<file path="src/rtl/timestamp_readout_if.sv">
// Byte stream from the timestamp readout toward the USB FIFO writer.
// One byte moves on every cycle where oValid && iReady.
interface timestamp_readout_if;
    logic [7:0] oData;
    logic       oValid;
    logic       iReady;

    modport master (output oData, output oValid, input iReady);
    modport slave  (input oData, input oValid, output iReady);
endinterface

</file>
<file path="src/rtl/timestamp_readout.sv">
// Timestamp readout: waits for a latch channel to report ready, takes a
// consistent snapshot of its 96-bit counter, streams it as a 14-byte framed
// packet and runs the per-channel reset-latch handshake.

// Per-channel control: ready synchronizer plus reset-latch level handshake.
module ts_chan_ctl #(
    parameter int pSYNC_STAGES = 2
) (
    input  logic globalClock,
    input  logic iReset_n,
    input  logic rdy_i,        // raw ready level from the latch domain
    input  logic served_i,     // pulse: packet for this channel is committed
    output logic rdy_s_o,      // synchronized ready
    output logic rst_latch_o   // read-done toward the latch
);
    logic [pSYNC_STAGES-1:0] sync_q;
    logic                    rl_q, rl_d;

    // Shift the asynchronous ready level through the synchronizer chain.
    always_ff @(posedge globalClock or negedge iReset_n) begin
        if (!iReset_n) begin
            sync_q <= '0;
        end else begin
            sync_q[0] <= rdy_i;
            for (int i = 1; i < pSYNC_STAGES; i++) sync_q[i] <= sync_q[i-1];
        end
    end

    assign rdy_s_o = sync_q[pSYNC_STAGES-1];

    // Read-done is raised when the packet is committed and held until the
    // latch has visibly dropped its ready, so one event yields one packet.
    always_comb begin
        rl_d = rl_q;
        if (served_i)
            rl_d = 1'b1;
        else if (rl_q && !rdy_s_o)
            rl_d = 1'b0;
    end

    // Read-done register.
    always_ff @(posedge globalClock or negedge iReset_n) begin
        if (!iReset_n) rl_q <= 1'b0;
        else           rl_q <= rl_d;
    end

    assign rst_latch_o = rl_q;
endmodule

module timestamp_readout #(
    parameter int pSYNC_STAGES = 2,
    parameter int pMAX_RETRY   = 3
) (
    input  logic                 globalClock,
    input  logic                 iReset_n,
    input  logic                 iRdy1,
    input  logic [31:0]          i1Lo,
    input  logic [31:0]          i1Hi,
    input  logic [31:0]          i1Phase,
    input  logic                 iRdy2,
    input  logic [31:0]          i2Lo,
    input  logic [31:0]          i2Hi,
    input  logic [31:0]          i2Phase,
    output logic                 oResetLatch1,
    output logic                 oResetLatch2,
    timestamp_readout_if.master  stream,
    output logic                 oBusy,
    output logic [7:0]           oErrCount
);
    localparam int NUM_CH    = 2;
    localparam int WORD_W    = 96;                 // {Phase, Hi, Lo}
    localparam int PKT_W     = 112;                // 14 bytes
    localparam int RW        = $clog2(pMAX_RETRY + 1);
    localparam logic [RW-1:0] MAX_R    = RW'(pMAX_RETRY);
    localparam logic [3:0]    LAST_IDX = 4'd13;

    typedef enum logic [1:0] {IDLE, SNAP1, SNAP2, SEND} state_t;

    logic [NUM_CH-1:0]             rdy_raw, rdy_s, rst_latch, served, elig;
    logic [NUM_CH-1:0][WORD_W-1:0] ch_words;
    logic [WORD_W-1:0]             cur_words;

    state_t              state_q, state_d;
    logic                sel_q, sel_d;        // 0 = channel 1, 1 = channel 2
    logic                last_q, last_d;      // channel served most recently
    logic [RW-1:0]       retry_q, retry_d;
    logic [WORD_W-1:0]   snap_a_q, snap_a_d;
    logic [PKT_W-1:0]    pkt_q, pkt_d;        // byte 0 sits in [7:0], shifts out
    logic [3:0]          idx_q, idx_d;
    logic [7:0]          err_cnt_q, err_cnt_d;
    logic                enter_send, pkt_err;

    assign rdy_raw     = {iRdy2, iRdy1};
    assign ch_words[0] = {i1Phase, i1Hi, i1Lo};
    assign ch_words[1] = {i2Phase, i2Hi, i2Lo};

    genvar g;
    generate
        for (g = 0; g < NUM_CH; g++) begin : g_ch
            ts_chan_ctl #(.pSYNC_STAGES(pSYNC_STAGES)) u_ch (
                .globalClock (globalClock),
                .iReset_n    (iReset_n),
                .rdy_i       (rdy_raw[g]),
                .served_i    (served[g]),
                .rdy_s_o     (rdy_s[g]),
                .rst_latch_o (rst_latch[g])
            );
        end
    endgenerate

    // A channel still holding read-done has already been served for this event.
    assign elig      = rdy_s & ~rst_latch;
    assign cur_words = ch_words[sel_q];

    // Frame: header, Lo, Hi, Phase (each LSB first), XOR checksum last.
    function automatic logic [PKT_W-1:0] build_pkt(input logic err,
                                                   input logic ch,
                                                   input logic [WORD_W-1:0] w);
        logic [7:0]   hdr;
        logic [7:0]   chk;
        logic [103:0] body;
        hdr  = {4'hA, err, 2'b00, ch};
        body = {w, hdr};
        chk  = '0;
        for (int i = 0; i < 13; i++) chk = chk ^ body[i*8 +: 8];
        return {chk, body};
    endfunction

    // Next-state logic: arbitration, double-read snapshot, byte streaming.
    always_comb begin
        state_d    = state_q;
        sel_d      = sel_q;
        last_d     = last_q;
        retry_d    = retry_q;
        snap_a_d   = snap_a_q;
        pkt_d      = pkt_q;
        idx_d      = idx_q;
        err_cnt_d  = err_cnt_q;
        served     = '0;
        enter_send = 1'b0;
        pkt_err    = 1'b0;

        case (state_q)
            IDLE: begin
                if (|elig) begin
                    // Both pending: take the one not served last time.
                    sel_d   = (&elig) ? ~last_q : elig[1];
                    state_d = SNAP1;
                end
            end
            SNAP1: begin
                snap_a_d = cur_words;
                state_d  = SNAP2;
            end
            SNAP2: begin
                // The second read is the payload; it equals the first when stable.
                if (cur_words == snap_a_q) begin
                    enter_send = 1'b1;
                end else if (retry_q < MAX_R) begin
                    retry_d = retry_q + 1'b1;
                    state_d = SNAP1;
                end else begin
                    enter_send = 1'b1;
                    pkt_err    = 1'b1;
                    if (err_cnt_q != 8'hFF) err_cnt_d = err_cnt_q + 8'd1;
                end
                if (enter_send) begin
                    state_d       = SEND;
                    served[sel_q] = 1'b1;
                    last_d        = sel_q;
                    retry_d       = '0;
                    idx_d         = '0;
                    pkt_d         = build_pkt(pkt_err, sel_q, cur_words);
                end
            end
            SEND: begin
                if (stream.iReady) begin
                    pkt_d = pkt_q >> 8;
                    if (idx_q == LAST_IDX) begin
                        idx_d   = '0;
                        state_d = IDLE;
                    end else begin
                        idx_d = idx_q + 4'd1;
                    end
                end
            end
            default: state_d = IDLE;
        endcase
    end

    // State and datapath registers; reset abandons any packet in flight.
    always_ff @(posedge globalClock or negedge iReset_n) begin
        if (!iReset_n) begin
            state_q   <= IDLE;
            sel_q     <= 1'b0;
            last_q    <= 1'b1;
            retry_q   <= '0;
            snap_a_q  <= '0;
            pkt_q     <= '0;
            idx_q     <= '0;
            err_cnt_q <= '0;
        end else begin
            state_q   <= state_d;
            sel_q     <= sel_d;
            last_q    <= last_d;
            retry_q   <= retry_d;
            snap_a_q  <= snap_a_d;
            pkt_q     <= pkt_d;
            idx_q     <= idx_d;
            err_cnt_q <= err_cnt_d;
        end
    end

    // Stream outputs come straight from the state, so oValid and oData hold
    // through a stall and fall together the cycle after the final byte.
    assign stream.oValid = (state_q == SEND);
    assign stream.oData  = (state_q == SEND) ? pkt_q[7:0] : 8'h00;

    assign oBusy        = (state_q != IDLE);
    assign oErrCount    = err_cnt_q;
    assign oResetLatch1 = rst_latch[0];
    assign oResetLatch2 = rst_latch[1];
endmodule
</file>
<file path="src/flat_wrapper.sv">
// flat-port wrapper written by rule: the top's interface ports become plain ports
module timestamp_readout_flat 
#(
    parameter int pSYNC_STAGES = 2,
    parameter int pMAX_RETRY   = 3
)
  (globalClock, iReset_n, iRdy1, i1Lo, i1Hi, i1Phase, iRdy2, i2Lo, i2Hi, i2Phase, oResetLatch1, oResetLatch2, oBusy, oErrCount, stream_oData, stream_oValid, stream_iReady);
  timestamp_readout_if stream_i ();
  input  logic globalClock;
  input  logic iReset_n;
  input  logic iRdy1;
  input  logic [31:0] i1Lo;
  input  logic [31:0] i1Hi;
  input  logic [31:0] i1Phase;
  input  logic iRdy2;
  input  logic [31:0] i2Lo;
  input  logic [31:0] i2Hi;
  input  logic [31:0] i2Phase;
  output logic oResetLatch1;
  output logic oResetLatch2;
  output logic oBusy;
  output logic [7:0] oErrCount;
  output wire logic [$bits(stream_i.oData)-1:0] stream_oData;
  output wire logic [$bits(stream_i.oValid)-1:0] stream_oValid;
  input wire logic [$bits(stream_i.iReady)-1:0] stream_iReady;
  assign stream_oData = stream_i.oData;
  assign stream_oValid = stream_i.oValid;
  assign stream_i.iReady = stream_iReady;
  timestamp_readout #(.pSYNC_STAGES(pSYNC_STAGES), .pMAX_RETRY(pMAX_RETRY)) u_core (.globalClock(globalClock), .iReset_n(iReset_n), .iRdy1(iRdy1), .i1Lo(i1Lo), .i1Hi(i1Hi), .i1Phase(i1Phase), .iRdy2(iRdy2), .i2Lo(i2Lo), .i2Hi(i2Hi), .i2Phase(i2Phase), .oResetLatch1(oResetLatch1), .oResetLatch2(oResetLatch2), .stream(stream_i), .oBusy(oBusy), .oErrCount(oErrCount));
endmodule
</file>
<file path="config.mk">
export PLATFORM = sky130hd
export DESIGN_NAME = timestamp_readout_flat
export DESIGN_NICKNAME = d
export VERILOG_FILES = /design/src/rtl/timestamp_readout_if.sv /design/src/rtl/timestamp_readout.sv /design/src/flat_wrapper.sv
export SDC_FILE = /design/constraint.sdc
export NUM_CORES = 1
export LEC_CHECK = 0
export ABC_AREA = 1
export BUFFER_PORTS_ARGS = -buffer_cell sky130_fd_sc_hd__buf_2
export CELL_PAD_IN_SITES_DETAIL_PLACEMENT = 1
export CELL_PAD_IN_SITES_GLOBAL_PLACEMENT = 2
export CORE_MARGIN = 2
export CORE_UTILIZATION = 28
export CTS_CLUSTER_DIAMETER = 150
export DETAILED_ROUTE_END_ITERATION = 10
export GPL_ROUTABILITY_DRIVEN = 0
export GPL_TIMING_DRIVEN = 0
export PLACE_DENSITY_LB_ADDON = 0.15
export SLEW_MARGIN = 10
export SYNTH_ARGS = -nofsm -noshare
export SYNTH_HDL_FRONTEND = slang
export SYNTH_HIERARCHICAL = 1
export SYNTH_SLANG_ARGS = --single-unit
</file>
<file path="constraint.sdc">
create_clock -name globalClock -period 2.53 [get_ports globalClock]
set_clock_uncertainty 0.1 [all_clocks]
set_input_delay 0.506 -clock globalClock [delete_from_list [all_inputs] [get_ports globalClock]]
set_output_delay 0.506 -clock globalClock [all_outputs]
set_load 0.005 [all_outputs]
</file>
==> results of run 1 <==
==> repair_timing <==
| item | 4_1_cts | 5_1_grt |
|---|---|---|
| gates cloned | 0 | 9 |
| pin swaps | 2 | 29 |
| hold buffers | 3 | 0 |
| buffers inserted | 5 | 23 |
| setup endpoints to repair | 210 | 158 |
| resized for setup | 150 | 213 |
| endpoints found under the hold margin | 80 | 0 |
==> worst min-delay path by stage <==
stage / startpoint / end / slack, ns / cells after the start
floorplan: iReset_n / u_core/g_ch[0].u_ch/rst_latch_o$_DFFE_PN0P_ / 0.11 / 0
global placement: u_core/g_ch[1].u_ch/sync_q[0]$_DFF_PN0_ / u_core/g_ch[1].u_ch/sync_q[1]$_DFF_PN0_ / 0.24 / 0
detailed placement: u_core/g_ch[1].u_ch/sync_q[0]$_DFF_PN0_ / u_core/g_ch[1].u_ch/sync_q[1]$_DFF_PN0_ / 0.24 / 0
CTS: stream_iReady / u_core/pkt_q[2]$_DFFE_PN0P_ / 0.14 / 3
global route: stream_iReady / u_core/pkt_q[1]$_DFFE_PN0P_ / 0.16 / 3
finish: stream_iReady / u_core/pkt_q[2]$_DFFE_PN0P_ / 0.16 / 3
==> power by group through the flow <==
stage	Sequential, mW	Combinational [mW]	Clock [mW]
after floorplan	6.07	9.73	0
after global placement	6.29	15.3	0
after detailed placement	6.36	15.6	0
after CTS	6.32	16.4	4.47
after global routing	6.56	19.7	4.59
final	6.37	18.1	4.35
==> routing by layer <==
layer,up-vias,routed length [µm]
li1,8166,-
met1,8591,35700
met2,427,36600
met3,84,3500
met4,0,1990
met5,-,0
==> final cells by class <==
class	instances	area (µm²)	area share, %
Buffer	106	1050	5.20
Clock buffer	53	938	4.66
Clock inverter	3	40.0	0.199
Inverter	265	1010	5.04
Multi-Input combinational cell	1833	8730	43.4
Sequential cell	232	5810	28.9
Tap cell	696	871	4.33
Timing Repair Buffer	259	1680	8.35
==> placed cells by master (no fill, tap or decap), types with 2 or more instances in the layout <==
master         count
nand2_1         1006
inv_1            258
nand3_1          233
dfrtp_1          231
buf_2            220
o21ai_0          166
nor2_1           103
nand2_2           97
clkbuf_1          55
clkbuf_16         40
a31oi_1           39
xnor2_1           39
buf_4             26
nor2_2            25
nand2_4           24
xor2_1            19
nand3b_1          19
buf_12            18
buf_8             17
buf_6             13
nand3_2            9
nand4_1            9
nor2_4             9
clkbuf_8           8
or2_2              7
buf_16             7
nand2_8            7
clkbuf_2           6
clkbuf_4           5
inv_2              4
ha_1               4
dlygate4sd3_1      3
clkinv_2           2
nor4_1             2
a21oi_1            2
a21oi_2            2
and2_1             2
==> logic make-up (layout without fill, tap and decap cells) <==
| group | after synthesis | after routing | synth area share, % |
|---|---|---|---|
| buf+inv | 374 | 686 | 10.5 |
| flops | 232 | 232 | 37.7 |
| compound gates | 217 | 217 | 7.46 |
| fa+ha+maj | 4 | 4 | 0.325 |
| simple gates | 1553 | 1553 | 40.7 |
| xor+xnor | 59 | 59 | 3.35 |
==> state kept, by name, indices dropped and copies added, names as in the netlist <==
name	flops
u_core/sel_q	1
u_core/idx_q	4
u_core/state_q	2
u_core/last_q	1
u_core/retry_q	2
u_core/g_ch.u_ch/rst_latch_o	2
u_core/g_ch.u_ch/sync_q	4
u_core/snap_a_q	96
u_core/pkt_q	112
u_core/oErrCount	8
==> worst max-delay path: cells and delay by family, from the launching register on <==
family / cells / cell delay (ns)
AND/OR/NAND/NOR: 15 / 1.58
buffers and inverters: 6 / 0.98
flip-flops: 1 / 0.40
==> impl_metrics.yaml, run 1 <==
run_status:
  outcome: "complete, but fails checks"
  violations: "negative setup slack"
placed_design:
  placed_cells: 3354
  postPlaceCellArea_mm2: 0.0174
  place_ws_ns: -1.48
  io_buffers: 216
  hpwl_um: 57600
power_and_ir_drop:
  finalPower_mw: 28.8
  intPower_mw: 13.9
  p_per_area_mw_per_mm2: 1430
  total_leakage_power_nw: 10.9
  p_seq_share_pct: 22.1
  p_switching_mw: 14.9
  comb_power_share_pct: 62.8
  power.share.clock_pct: 15.1
  peakVddDrop_mv: 0.617
  switching_share_pct: 51.6
setup_path:
  cp-start-kind: "flip-flop"
  critPathCapture: "u_core/pkt_q[90]$_DFFE_PN0P_"
  crit_chain: "buf_12 > clkinv_8 > clkbuf_16 > buf_16 > nand2_1 > nand2_2 > nand2_1 > nand2_1 > nor2_2 > nand2_1 > nor2_2 > nand2_2 > nor2_4 > nand3_4 > nand2_4 > nand2_8 > nand2_8 > buf_12 > buf_8 > nand2_1 > nand2_1"
  rr_startpoint: "u_core/sel_q$_DFFE_PN0P_"
  crit_type: "flip-flop to flip-flop"
  slowest_stage: "dfrtp_1"
  crit_required_ns: 2.94
  r2r-end: "u_core/pkt_q[90]$_DFFE_PN0P_"
  critPathCaptureType: "flip-flop"
  r2r_slack_ns: -0.61
  cp_max_fo: 10
  r2r_cells: 21
  critPathMaxStageDelay_ns: 0.40
  critPathLaunch: "u_core/sel_q$_DFFE_PN0P_"
  cp.arrival_ns: 3.56
  crit_top_cell: "nand2_1"
timing:
  final_max_slew_viol_count: 0
  period_share_pct: 124
  fmaxAchievable_mhz: 318
  setup_viol_count_final: 139
  layout_setup_ws_ns: -0.614
  timing.setup.tns_ns: -72.78
  rsz0062_at_grt: "true"
  tightest_slew_ns: 0.778
  slew_headroom_pct: 48.1
  period_needed_ns: 3.14
  hold_viol: 0
  whs_ns: 0.162
routing:
  drtAntennaViolNets: 0
  drt-pass1-iter-count: 5
  num_vias: 17300
  drc: 0
  viasPerCell: 5.01
  routedWlPerCell_um: 22.6
  routed_wl_um: 77800
  drt-initial-drc-count: 1190
global_routing:
  grt_overflow: 0
  track_usage_pct: 26.7
  grt.busiest_layer: "met2"
  grt_pass1_wl_um: 112000
  grt_pass1_vias: 17700
  grt_max_degree: 93
  grtUsageMet1_pct: 36.8
  use_met3_pct: 2.48
  antenna_found_initial: 0
  grt.met2_usage_pct: 45.0
clocking:
  numCtsBuffers: 30
  cts_tree: "yes"
  clk_latency_ns: 0.58
  htree_levels: 1
  root_buffer: "clkbuf_16"
  clock_path_buffers: 3
  cts_sinks: 232
  cts.reportedPaths.clkPinSlew_ns: 0.06
final_layout:
  num_antenna_cells: 0
  area_delta_synth_final_pct: 30.6
  nFillCells: 6867
  utilization_pct: 37.2
  design_area_mm2: 0.0201
  drive_gt1_share_pct: 20.2
  final_nets: 2928
  fin_cells: 3447
floorplanning:
  initial_core_util_pct: 28.5
  core_region_area_mm2: 0.0541
  fp-row-count: 85
  die_y_um: 239
  die_w_um: 239
  io_pins: 217
  dieArea_mm2: 0.0569
logic_synthesis:
  yosys.cell_count.top_type: "nand2_1"
  synth_cells: 2439
  synth_top_area_cell: "dfrtp_1"
  synth_commonest_cells: "nand2_1, inv_1, nand3_1"
  synth-main-ff-cell: "dfrtp_1"
  netlist_area_mm2: 0.0154
  synth-seq-cells: 232
  yosysWarnings: 6
  ys_seq_area_share_pct: 37.7
  yosysUniqueCellTypes: 31
  syn_area_per_cell_um2: 6.32
  synth_area_leaders: "dfrtp_1, nand2_1, nand3_1"
  async_flop_share_pct: 100
  synth_edf_count: 0
  yosysTopAreaCellShare_pct: 37.5
  synth_nets: 2640
run:
  cap_violations: 0
worst_hold_path:
  holdCritPathClass: "primary input to flip-flop"
Power figures use the tool's default switching activity.
==> run 2, diff against run 1 <==
- CELL_PAD_IN_SITES_DETAIL_PLACEMENT: 1 -> 0
- CELL_PAD_IN_SITES_GLOBAL_PLACEMENT: 2 -> 1
- CORE_UTILIZATION: 28 -> 29
==> run 2 against run 1 <==
The flow still finishes with violations (negative setup slack). Combinational power hardly changed. First-iteration DRC count rose by 10%. Flip-flop and latch count unchanged. Die area fell by 3.4%. Setup slack improved by 0.10 ns. Fmax up 3.4%. Clock power grew 4.8%. Cell count rose by 0.29%. Cell area is 2.2% higher. Hold slack worse by 0.020 ns. Largest cell class unchanged. Power increased by 1.7%. Non-clock buffer count rose by 16.
==> impl_metrics.yaml, run 2 (synthesis results as in run 1) <==
run_status:
  outcome: "complete, but fails checks"
  violations: "negative setup slack"
clocking:
  root_buffer: "clkbuf_16"
  numCtsBuffers: 31
  htree_levels: 1
  cts.reportedPaths.clkPinSlew_ns: 0.06
  clock_path_buffers: 3
  clk_latency_ns: 0.59
  cts_tree: "yes"
  cts_sinks: 232
power_and_ir_drop:
  p_seq_share_pct: 21.6
  total_leakage_power_nw: 11.1
  switching_share_pct: 50.6
  comb_power_share_pct: 62.9
  finalPower_mw: 29.3
  intPower_mw: 14.5
  peakVddDrop_mv: 0.650
  p_per_area_mw_per_mm2: 1420
  p_switching_mw: 14.8
  power.share.clock_pct: 15.6
routing:
  drt-initial-drc-count: 1312
  dr_wl_met3_um: 5210
  drtAntennaViolNets: 0
  highest_layer: "met5"
  routedWlPerCell_um: 21.2
  drt-pass1-iter-count: 7
  routed_wl_um: 73100
  num_vias: 16900
  viasPerCell: 4.88
  drc: 0
  met1_length_um: 33100
  wl_met2_um: 31600
setup_path:
  crit_type: "flip-flop to flip-flop"
  critPathCaptureType: "flip-flop"
  cp-start-kind: "flip-flop"
  cp_max_fo: 10
  crit_required_ns: 2.94
  cp.arrival_ns: 3.45
run:
  cap_violations: 0
global_routing:
  antenna_found_initial: 2
  grt_pass1_wl_um: 103000
  track_usage_pct: 25.8
  grt_max_degree: 95
  grt_overflow: 0
  grt_pass1_vias: 16000
timing:
  period_needed_ns: 3.04
  period_share_pct: 120
  final_max_slew_viol_count: 0
  setup_viol_count_final: 153
  layout_setup_ws_ns: -0.511
  rsz0062_at_grt: "true"
  tightest_slew_ns: 0.869
  slew_headroom_pct: 42.1
  hold_viol: 0
  fmaxAchievable_mhz: 329
final_layout:
  drive_gt1_share_pct: 23.3
  final_nets: 2945
  regMostFlops: "u_core/pkt_q"
  area_delta_synth_final_pct: 33.5
  layout_commonest_cell: "nand2_1"
  largest_register_ffs: 112
  final_cell_mix: "nand2_1, inv_1, nand3_1"
floorplanning:
  io_pins: 217
  die_w_um: 235
  core_region_area_mm2: 0.0526
  dieArea_mm2: 0.0550
  initial_core_util_pct: 29.3
  die_y_um: 235
  fp-row-count: 84
placed_design:
  io_buffers: 216
  place_ws_ns: -1.35
  hpwl_um: 52900
worst_hold_path:
  holdCritPathClass: "primary input to flip-flop"
-- run 2: cell count changes in the layout (fill, tap and decap cells not counted), sizes merged --
cell / delta
inv: +1
buf: +11
clkbuf: +4
diode: +1
clkinv: +1
-- run 2: metrics by stage --
step | util, % | cells | area, µm² | TNS [ns] | hold slack (ns)
floorplan | - | 2439 | 15400 | 0 | 0.110
global placement | 33.0 | 3343 | 17400 | -1190.47 | 0.239
detailed placement | 33.2 | 3346 | 17400 | -190.80 | 0.242
CTS | 36.7 | 3421 | 19300 | -61.89 | 0.122
global route | 39.1 | 3456 | 20600 | -74.20 | 0.152
finish | 39.1 | 3457 | 20600 | -59.43 | 0.142
-- run 2: critical path, stage by stage (launching register included) --
cell	delay, ns
dfrtp_1	0.34
buf_6	0.17
clkinv_8	0.10
buf_12	0.17
buf_12	0.16
nand2_2	0.10
nand2_2	0.08
nand2_1	0.07
nand2_1	0.07
nor2_2	0.13
nand2_2	0.09
nor2_4	0.12
nand2_2	0.11
nor2_4	0.18
nand3_4	0.12
nand2_4	0.12
nand2_8	0.08
nand2_8	0.15
clkbuf_16	0.19
clkbuf_16	0.15
nand2_1	0.05
nand2_1	0.06
-- run 2: timing repair --
item,CTS,global route
resized for setup,184,240
setup endpoints to repair,219,165
pin swaps,17,55
endpoints found under the hold margin,48,0
setup buffers,15,22
cloned,2,13
hold buffers,3,0
-- run 2: final timing paths --
kind | start | end | slack (ns) | cells past startpoint
hold / removal | stream_iReady | u_core/pkt_q[2]$_DFFE_PN0P_ | 0.14 | 3
min in group asynchronous | iReset_n | u_core/snap_a_q[45]$_DFFE_PN0N_ | 0.35 | 2
max in group asynchronous | iReset_n | u_core/last_q$_DFFE_PN1P_ | 1.09 | 3
setup reg to reg | u_core/sel_q$_DFFE_PN0P_ | u_core/pkt_q[56]$_DFFE_PN0P_ | -0.51 | 21
setup / recovery | u_core/sel_q$_DFFE_PN0P_ | u_core/pkt_q[56]$_DFFE_PN0P_ | -0.51 | 21
hold reg to reg | u_core/g_ch[0].u_ch/sync_q[0]$_DFF_PN0_ | u_core/g_ch[0].u_ch/sync_q[1]$_DFF_PN0_ | 0.25 | 0
-- run 2: per-layer routing --
metal	global-route usage, %	up-vias
met1	35.3	7960
met5	0	-
met2	39.1	561
met3	5.37	139
li1	-	8204
met4	11.1	2
-- run 2: layout make-up --
type / count / area (µm²)
multi-input combinational: 1833 / 8910
clock inverter: 5 / 53.8
buffer: 107 / 1010
antenna: 1 / 2.50
inverter: 265 / 1010
clock buffer: 52 / 995
fill: 5666 / 32000
sequential: 232 / 5810
tap: 688 / 861
timing repair buffer: 274 / 1920
-- run 2: power by group through the flow --
| stage | clock network (mW) | logic [mW] | registers, mW |
|---|---|---|---|
| after global placement | 0 | 15.0 | 6.28 |
| after floorplan | 0 | 9.73 | 6.07 |
| after CTS | 4.65 | 16.4 | 6.28 |
| final | 4.56 | 18.4 | 6.32 |
| after detailed placement | 0 | 15.2 | 6.32 |
| after global routing | 4.81 | 20.1 | 6.50 |
